**src/rtl/div_issue_ctrl.sv**
```systemverilog
// div_issue_ctrl: execute-stage sequencer in front of the div unit.
// It accepts one div/mod op from issue and launches it into div with a single pulse.
// It then waits for div_ok and holds the result until writeback takes it.
// A flush while an op is in flight drains the outstanding result and discards it.
// Optional feature macro: DIV_ZERO_BYPASS_EN. When it is defined, a zero divisor is
// resolved locally and div is never launched for that op.

package div_pkg;
    typedef enum logic [1:0] {
        DIV_DIV  = 2'd0,
        DIV_DIVU = 2'd1,
        DIV_MOD  = 2'd2,
        DIV_MODU = 2'd3
    } div_opcode_t;
endpackage

module div_issue_ctrl
    import div_pkg::*;
#(
    parameter int unsigned TAG_W    = 5,
    parameter int unsigned MAX_WAIT = 64
) (
    input  logic             clk,
    input  logic             resetn,
    input  logic             flush,
    input  logic             in_valid,
    output logic             in_ready,
    input  div_opcode_t      in_opcode,
    input  logic [31:0]      in_src1,
    input  logic [31:0]      in_src2,
    input  logic [TAG_W-1:0] in_tag,
    output logic             div_valid,
    output div_opcode_t      div_opcode,
    output logic [31:0]      div_src1,
    output logic [31:0]      div_src2,
    input  logic             div_ok,
    input  logic [31:0]      div_result,
    output logic             out_valid,
    input  logic             out_ready,
    output logic [31:0]      out_result,
    output logic [TAG_W-1:0] out_tag,
    output logic             busy,
    output logic             timeout_err
);

    typedef enum logic [2:0] {IDLE, LAUNCH, WAIT, DRAIN, DONE} state_t;

    localparam int unsigned      CNT_W   = $clog2(MAX_WAIT + 1);
    localparam logic [CNT_W-1:0] CNT_MAX = CNT_W'(MAX_WAIT);

    state_t           state;
    logic             div_valid_q;
    logic [TAG_W-1:0] op_tag;
    logic [CNT_W-1:0] wait_cnt;
    logic             accept;

`ifdef DIV_ZERO_BYPASS_EN
    logic        bypass;
    logic [31:0] bypass_result;

    // Divide-by-zero answer: all ones for a quotient, the dividend for a remainder
    assign bypass        = (in_src2 == '0);
    assign bypass_result = (in_opcode == DIV_DIV || in_opcode == DIV_DIVU) ? '1 : in_src1;
`endif

    // Handshake decode; flush blocks acceptance in every state
    assign in_ready  = !flush && (state == IDLE || (state == DONE && out_ready));
    assign accept    = in_valid && in_ready;
    assign div_valid = div_valid_q && !flush;
    assign out_valid = (state == DONE);
    assign busy      = (state != IDLE);

    // Main sequencer: op capture, launch pulse, result capture and flush handling
    always_ff @(posedge clk or negedge resetn) begin
        if (!resetn) begin
            state       <= IDLE;
            div_valid_q <= 1'b0;
            div_opcode  <= DIV_DIV;
            div_src1    <= '0;
            div_src2    <= '0;
            op_tag      <= '0;
            out_result  <= '0;
            out_tag     <= '0;
        end else begin
            div_valid_q <= 1'b0;
            if (accept) begin
                div_opcode <= in_opcode;
                div_src1   <= in_src1;
                div_src2   <= in_src2;
                op_tag     <= in_tag;
            end
            case (state)
                // IDLE and DONE share the accept path so back-to-back issue needs no bubble
                IDLE, DONE: begin
                    if (flush) begin
                        state <= IDLE;
                    end else if (accept) begin
`ifdef DIV_ZERO_BYPASS_EN
                        if (bypass) begin
                            state      <= DONE;
                            out_result <= bypass_result;
                            out_tag    <= in_tag;
                        end else
`endif
                        begin
                            state       <= LAUNCH;
                            div_valid_q <= 1'b1;
                        end
                    end else if (state == DONE && out_ready) begin
                        state <= IDLE;
                    end
                end
                LAUNCH: begin
                    state <= flush ? IDLE : WAIT;
                end
                WAIT: begin
                    if (flush) begin
                        state <= div_ok ? IDLE : DRAIN;
                    end else if (div_ok) begin
                        out_result <= div_result;
                        out_tag    <= op_tag;
                        state      <= DONE;
                    end
                end
                DRAIN: begin
                    if (div_ok) begin
                        state <= IDLE;
                    end
                end
                default: state <= IDLE;
            endcase
        end
    end

    // Wait watchdog: counts WAIT/DRAIN cycles, saturates, raises a sticky error at MAX_WAIT
    always_ff @(posedge clk or negedge resetn) begin
        if (!resetn) begin
            wait_cnt    <= '0;
            timeout_err <= 1'b0;
        end else if (state == LAUNCH && !flush) begin
            wait_cnt <= '0;
        end else if ((state == WAIT || state == DRAIN) && wait_cnt != CNT_MAX) begin
            wait_cnt <= wait_cnt + 1'b1;
            if (wait_cnt == CNT_MAX - 1'b1) begin
                timeout_err <= 1'b1;
            end
        end
    end

endmodule

```
**config.mk**
```make
export PLATFORM = sky130hd
export DESIGN_NAME = div_issue_ctrl
export DESIGN_NICKNAME = d
export VERILOG_FILES = /design/src/rtl/div_issue_ctrl.sv
export SDC_FILE = /design/constraint.sdc
export NUM_CORES = 1
export LEC_CHECK = 0
export CAP_MARGIN = 10
export CORE_MARGIN = 2
export CORE_UTILIZATION = 45
export DETAILED_ROUTE_END_ITERATION = 7
export MAX_ROUTING_LAYER = met4
export PLACE_DENSITY = 0.81
export SYNTH_ARGS = -nofsm -noshare
export SYNTH_HDL_FRONTEND = slang
export SYNTH_SLANG_ARGS = --single-unit
```
**constraint.sdc**
```tcl
create_clock -name clk -period 4.1 [get_ports clk]
set_input_delay 0.41 -clock clk [delete_from_list [all_inputs] [get_ports clk]]
set_output_delay 0.41 -clock clk [all_outputs]
set_load 0.02 [all_outputs]
```
* Word-level counts from Yosys, hierarchy flattened *
Index checks and enable logic that the tools add are counted.

storage, ports and cells
  output and inout port bits = 108
  register bits after elaboration = 120

cells by class
  equality and inequality tests = 9
  $add $sub $neg = 1
  reductions and logical operators = 16
  multiplexer cells = 14
  bitwise gates (word level) = 2

operator list
  kind                                                             number
  3-bit 2-to-1 mux                                                 6
  7-bit 2-to-1 mux                                                 2
  3-bit case mux with 4 select lines                               1
  3-bit AND reduction                                              3
  7-bit by 1-bit adder with 7-bit output, second input constant    1
  7-bit by 6-bit == test with 1-bit output, second input constant  1
  7-bit inequality test, second input constant                     1
  3-bit by 2-bit == test with 1-bit output, second input constant  2
  1-bit logical AND                                                6
  2-bit 2-to-1 mux                                                 2
  4-bit inequality test, second input constant                     1
  3-bit by 1-bit == test with 1-bit output, second input constant  1
  3-bit == test, second input constant                             1
  3-bit logical NOT                                                1
  1-bit 2-to-1 mux                                                 3
  3-bit inequality test, second input constant                     1
  3-bit nonzero test                                               1
  1-bit logical OR                                                 2
  2-bit inequality test, second input constant                     1
  1-bit NOT                                                        2
  2-bit nonzero test                                               1
  2-bit OR reduction                                               1
  1-bit logical NOT                                                1

* Depth between registers and ports, before layout *
  depth in word-level cells = 8
  depth in mapped cells = 5
  depth with buffers taken out = 5

* Worst setup path after synthesis *
OpenSTA, ideal clock, no wires.

  kind = register -> output
  start = reg state[2]
  end = out out_valid
  path buffers = 1
  slack = 2,539 ps
  arrival = 1,151 ps
  cell stages (with the launch flop) = 3
  cell sequence = dfrtp_1 clkbuf_1 nor3b_1

between the ends
  longest elaborated chain between the ends = 1

ends and longest elaborated chain
  what                      line  RTL
  start: declaration        51    state_t state;
  start signal: assignment  114   state <= flush ? IDLE : WAIT;
  start signal: assignment  118   state <= div_ok ? IDLE : DRAIN;
  3-bit == test             70    assign out_valid = (state == DONE);
  end: declaration          38    output logic out_valid,

Every way passes these cells.

* Worst setup path after layout *
  start = reg state[1]
  end = out busy

between the ends
  longest elaborated chain between the ends = 1

ends and longest elaborated chain
  what                line  RTL
  3-bit nonzero test  71    assign busy = (state != IDLE);
  end: declaration    42    output logic busy,

Every way passes these cells.

==> metrics.md <==
| Metric | Value |
|---|---|
| Status | `finished, violations left` |
| Failing checks | `hold timing` |
| Number of synthesized flops with an enable pin | `0` |
| # Max-Cap Violations | `0` |
| Final Critical Period | `roughly 2.4 ns` |
| Required @ worst endpoint | `3.69 ns` |
| RR Startpoint | `state[1]` |
| Syn_area_per_cell | `17.2 µm²` |
| Most frequent cells in the layout | `clkdlybuf4s50_1, dfrtp_1, mux2_4, clkbuf_16, mux2_2` |
| Seq pwr share | `about a third` |
| Min Hold Slack | `-0.00890 ns` |
| Total Die Area | `around 0.012 mm²` |
| Yosys cell types | `38` |
| Post-DR vias/cell | `~5.0` |
| P_leak | `approximately 0.0036 µW` |
| Setup violators final | `0` |
| WL per Instance | `roughly 18 µm` |
| # IOs | `roughly 220` |
| Psw | `approximately 1700 µW` |
| Vias in the first global route | `about 3600` |
| Core Region | `roughly 0.011 mm²` |
| Antenna cells | `0` |
| Clk_skew | `0.0110 ns` |
| VDD IR-drop max | `0.521 mV` |
| Bufs on Longest Clock Path | `2` |
| Worst-path clk slew | `0.05 ns` |
| Cell internal pwr | `3920 µW` |
| Largest net degree at the start of global routing | `55` |
| Tot GR Track Use | `around 22%` |
| Sequential area share after synthesis | `58.5%` |
| Clock share of power | `around a quarter` |
| Antenna violations before repair | `0` |
| Post-Syn Nets | `409` |
| Die height | `111 µm` |
| ANT nets after route | `0` |
| Post-Syn Area | `~0.0051 mm²` |
| Initial Utilization | `between 40% and 50%` |
| Area Growth Syn to Fin | `54.2%` |
| Crit path buf inv count | `1` |
| Synth Warn # | `0` |
| Crit path max-delay family | `buffers and inverters` |
| Max_slew headroom | `between 20% and 30%` |
| Post-Place Worst Slack | `1.43 ns` |
| Critical path, cell by cell | `or3_2, clkdlybuf4s50_1` |
| Post-CTS setup buffers | `0` |
| Worst-path fanout max | `13` |
| Setup TNS | `0 ns` |
| Startpoint Class | `flop` |
| Register bit count reported by yosys | `between 100 and 150` |
| Die W | `approximately 110 µm` |
| CTS tree | `yes` |
| CP startpoint | `state[1]` |
| TritonCTS Buffers | `17` |
| Tcrit/Tclk final | `just under 60%` |
| Drt pass-1 iters | `4` |
| Routed via count | `3354` |
| Post-layout worst setup margin | `around 1.7 ns` |
| Port bufs | `between 200 and 250` |
| Share of layout cells above drive strength 1 | `27.7%` |
| Dpl hpwl | `between 8000 and 9000 µm` |
| Hold Vio Cnt, Final | `3` |
| DRC Markers | `0` |
| Critical Path AT | `between 2 and 2.5 ns` |
| Final Max Tran Viols | `0` |
| First-pass GRT wire length | `between 20000 and 25000 µm` |
| Nets | `about 630` |
| Commonest non-fill, non-tap cell in the layout | `clkdlybuf4s50_1` |
| Crit-path max cell delay | `0.55 ns` |
| Site Rows | `39` |
| DR iter-0 viols | `about 220` |
| Post-CTS Resized | `0` |
| Crit Path Category | `reg -> out` |
| CTS H-tree lvls | `4` |
| GRT overflow | `0` |
| Logic pwr share | `40.4%` |
| RD Place Congestion | `approximately 0.83` |
| HP Class | `in -> async` |
| Critical Path End Type | `primary output` |
| CTS Sinks | `between 100 and 150` |
| Post-Synthesis Cells | `around 300` |
| Ys flop type | `dfrtp_1` |
| Filler cell count in the final layout | `approximately 780` |
| Hold buffer count at cts | `0` |
| WL final | `between 10000 and 15000 µm` |
| Peak Freq | `0.413 GHz` |
| Slowest CP cell | `clkdlybuf4s50_1` |
| Async set-reset flop share out of synthesis | `between 90% and 100%` |
| Worst-skew pair later-pin latency | `~0.4 ns` |
| Root Driver | `clkbuf_16` |
| RSZ-0062 raised after global routing | `false` |
| Switching share of power | `between 30% and 40%` |
| Pwr dens | `715 mW/mm²` |
| Slew of the pin with the lowest slew margin | `~1.2 ns` |
-- power groups by stage --
stage	logic, µW	registers (µW)	clock network (µW)
finish	2290	1920	1460
global placement	2250	1900	0
global route	2400	1980	1550
CTS	2320	1920	1480
floorplan	732	2380	0
detailed placement	2300	1910	0
-- per-layer routing --
layer  vias to the layer above  global-route usage, %  part of all wire (%)  routed length [µm]
li1                       1511                      -                     -                   -
met1                      1677                   27.7                    43                5320
met2                       151                   33.9                    49                6060
met3                        15                   6.12                   6.0                 741
met4                         0                   7.00                   1.2                 148
met5                         -                      -                     0                   0
-- worst reg2reg max path, cell delays in order (launching register included) --
cell and delay, ns:
dfrtp_1 0.59, nor2b_1 0.21, and3_2 0.97, mux2_2 0.46
-- layout make-up --
class	instances	area, µm²	area share, %
Inverter	5	18.8	0.237
Sequential cell	120	3000	37.9
Tap cell	143	179	2.26
Clock buffer	21	450	5.68
Multi-Input combinational cell	159	1940	24.5
Timing Repair Buffer	220	2200	27.8
Clock inverter	9	126	1.59
-- registers in the layout, summed over array words and instances, names as in the netlist --
register     flops
div_opcode       2
div_src1        32
div_src2        32
div_valid_q      1
op_tag           5
out_result      32
out_tag          5
state            3
timeout_err      1
wait_cnt         7
-- stage by stage --
stage          cell area [µm²]  hold WS, ns  power, µW  std cells  utilization (%)
6_report                  7920     -0.00890       5670        677             70.3
5_1_grt                   7920       0.0323       5920        677             70.3
4_1_cts                   7920      0.00749       5720        677             70.3
3_5_place_dp              7350        0.449       4220        647             65.2
3_3_place_gp              7350        0.436       4150        647             65.2
2_1_floorplan             5140        0.114       3110        298                -
-- cells by family (layout without fill, tap and decap cells) --
| logic type | count (synthesis) | in the layout | synth area share (%) |
|---|---|---|---|
| DFF | 120 | 120 | 58.5 |
| and+or+nand+nor | 32 | 32 | 4.12 |
| adders and majority gates | 2 | 2 | 0.487 |
| muxes | 109 | 109 | 31.1 |
| AOI/OAI and AO/OA | 16 | 16 | 2.17 |
| buffers and inverters | 19 | 255 | 3.73 |
-- Yosys cell counts, types with 3 or more instances --
cell	number	area (µm²)
o211ai_1	4	30.0
inv_1	5	18.8
nand3b_1	4	30.0
nor3_1	3	15.0
buf_12	3	60.1
dfrtp_1	120	3000
mux2_4	98	1470
mux2_2	11	124
buf_6	9	101
a21oi_1	4	20.0
nor2b_1	3	18.8
-- path summary, 6_finish.rpt --
kind,to,slack [ns],depth (start not counted)
min in group clk,timeout_err,0.47,1
setup / recovery,busy,1.68,2
setup reg to reg,out_tag[1],1.74,3
max in group asynchronous,out_result[25],3.12,2
hold reg to reg,timeout_err,0.47,1
hold / removal,out_result[12],-0.009,1
Power figures use the tool's default switching activity.
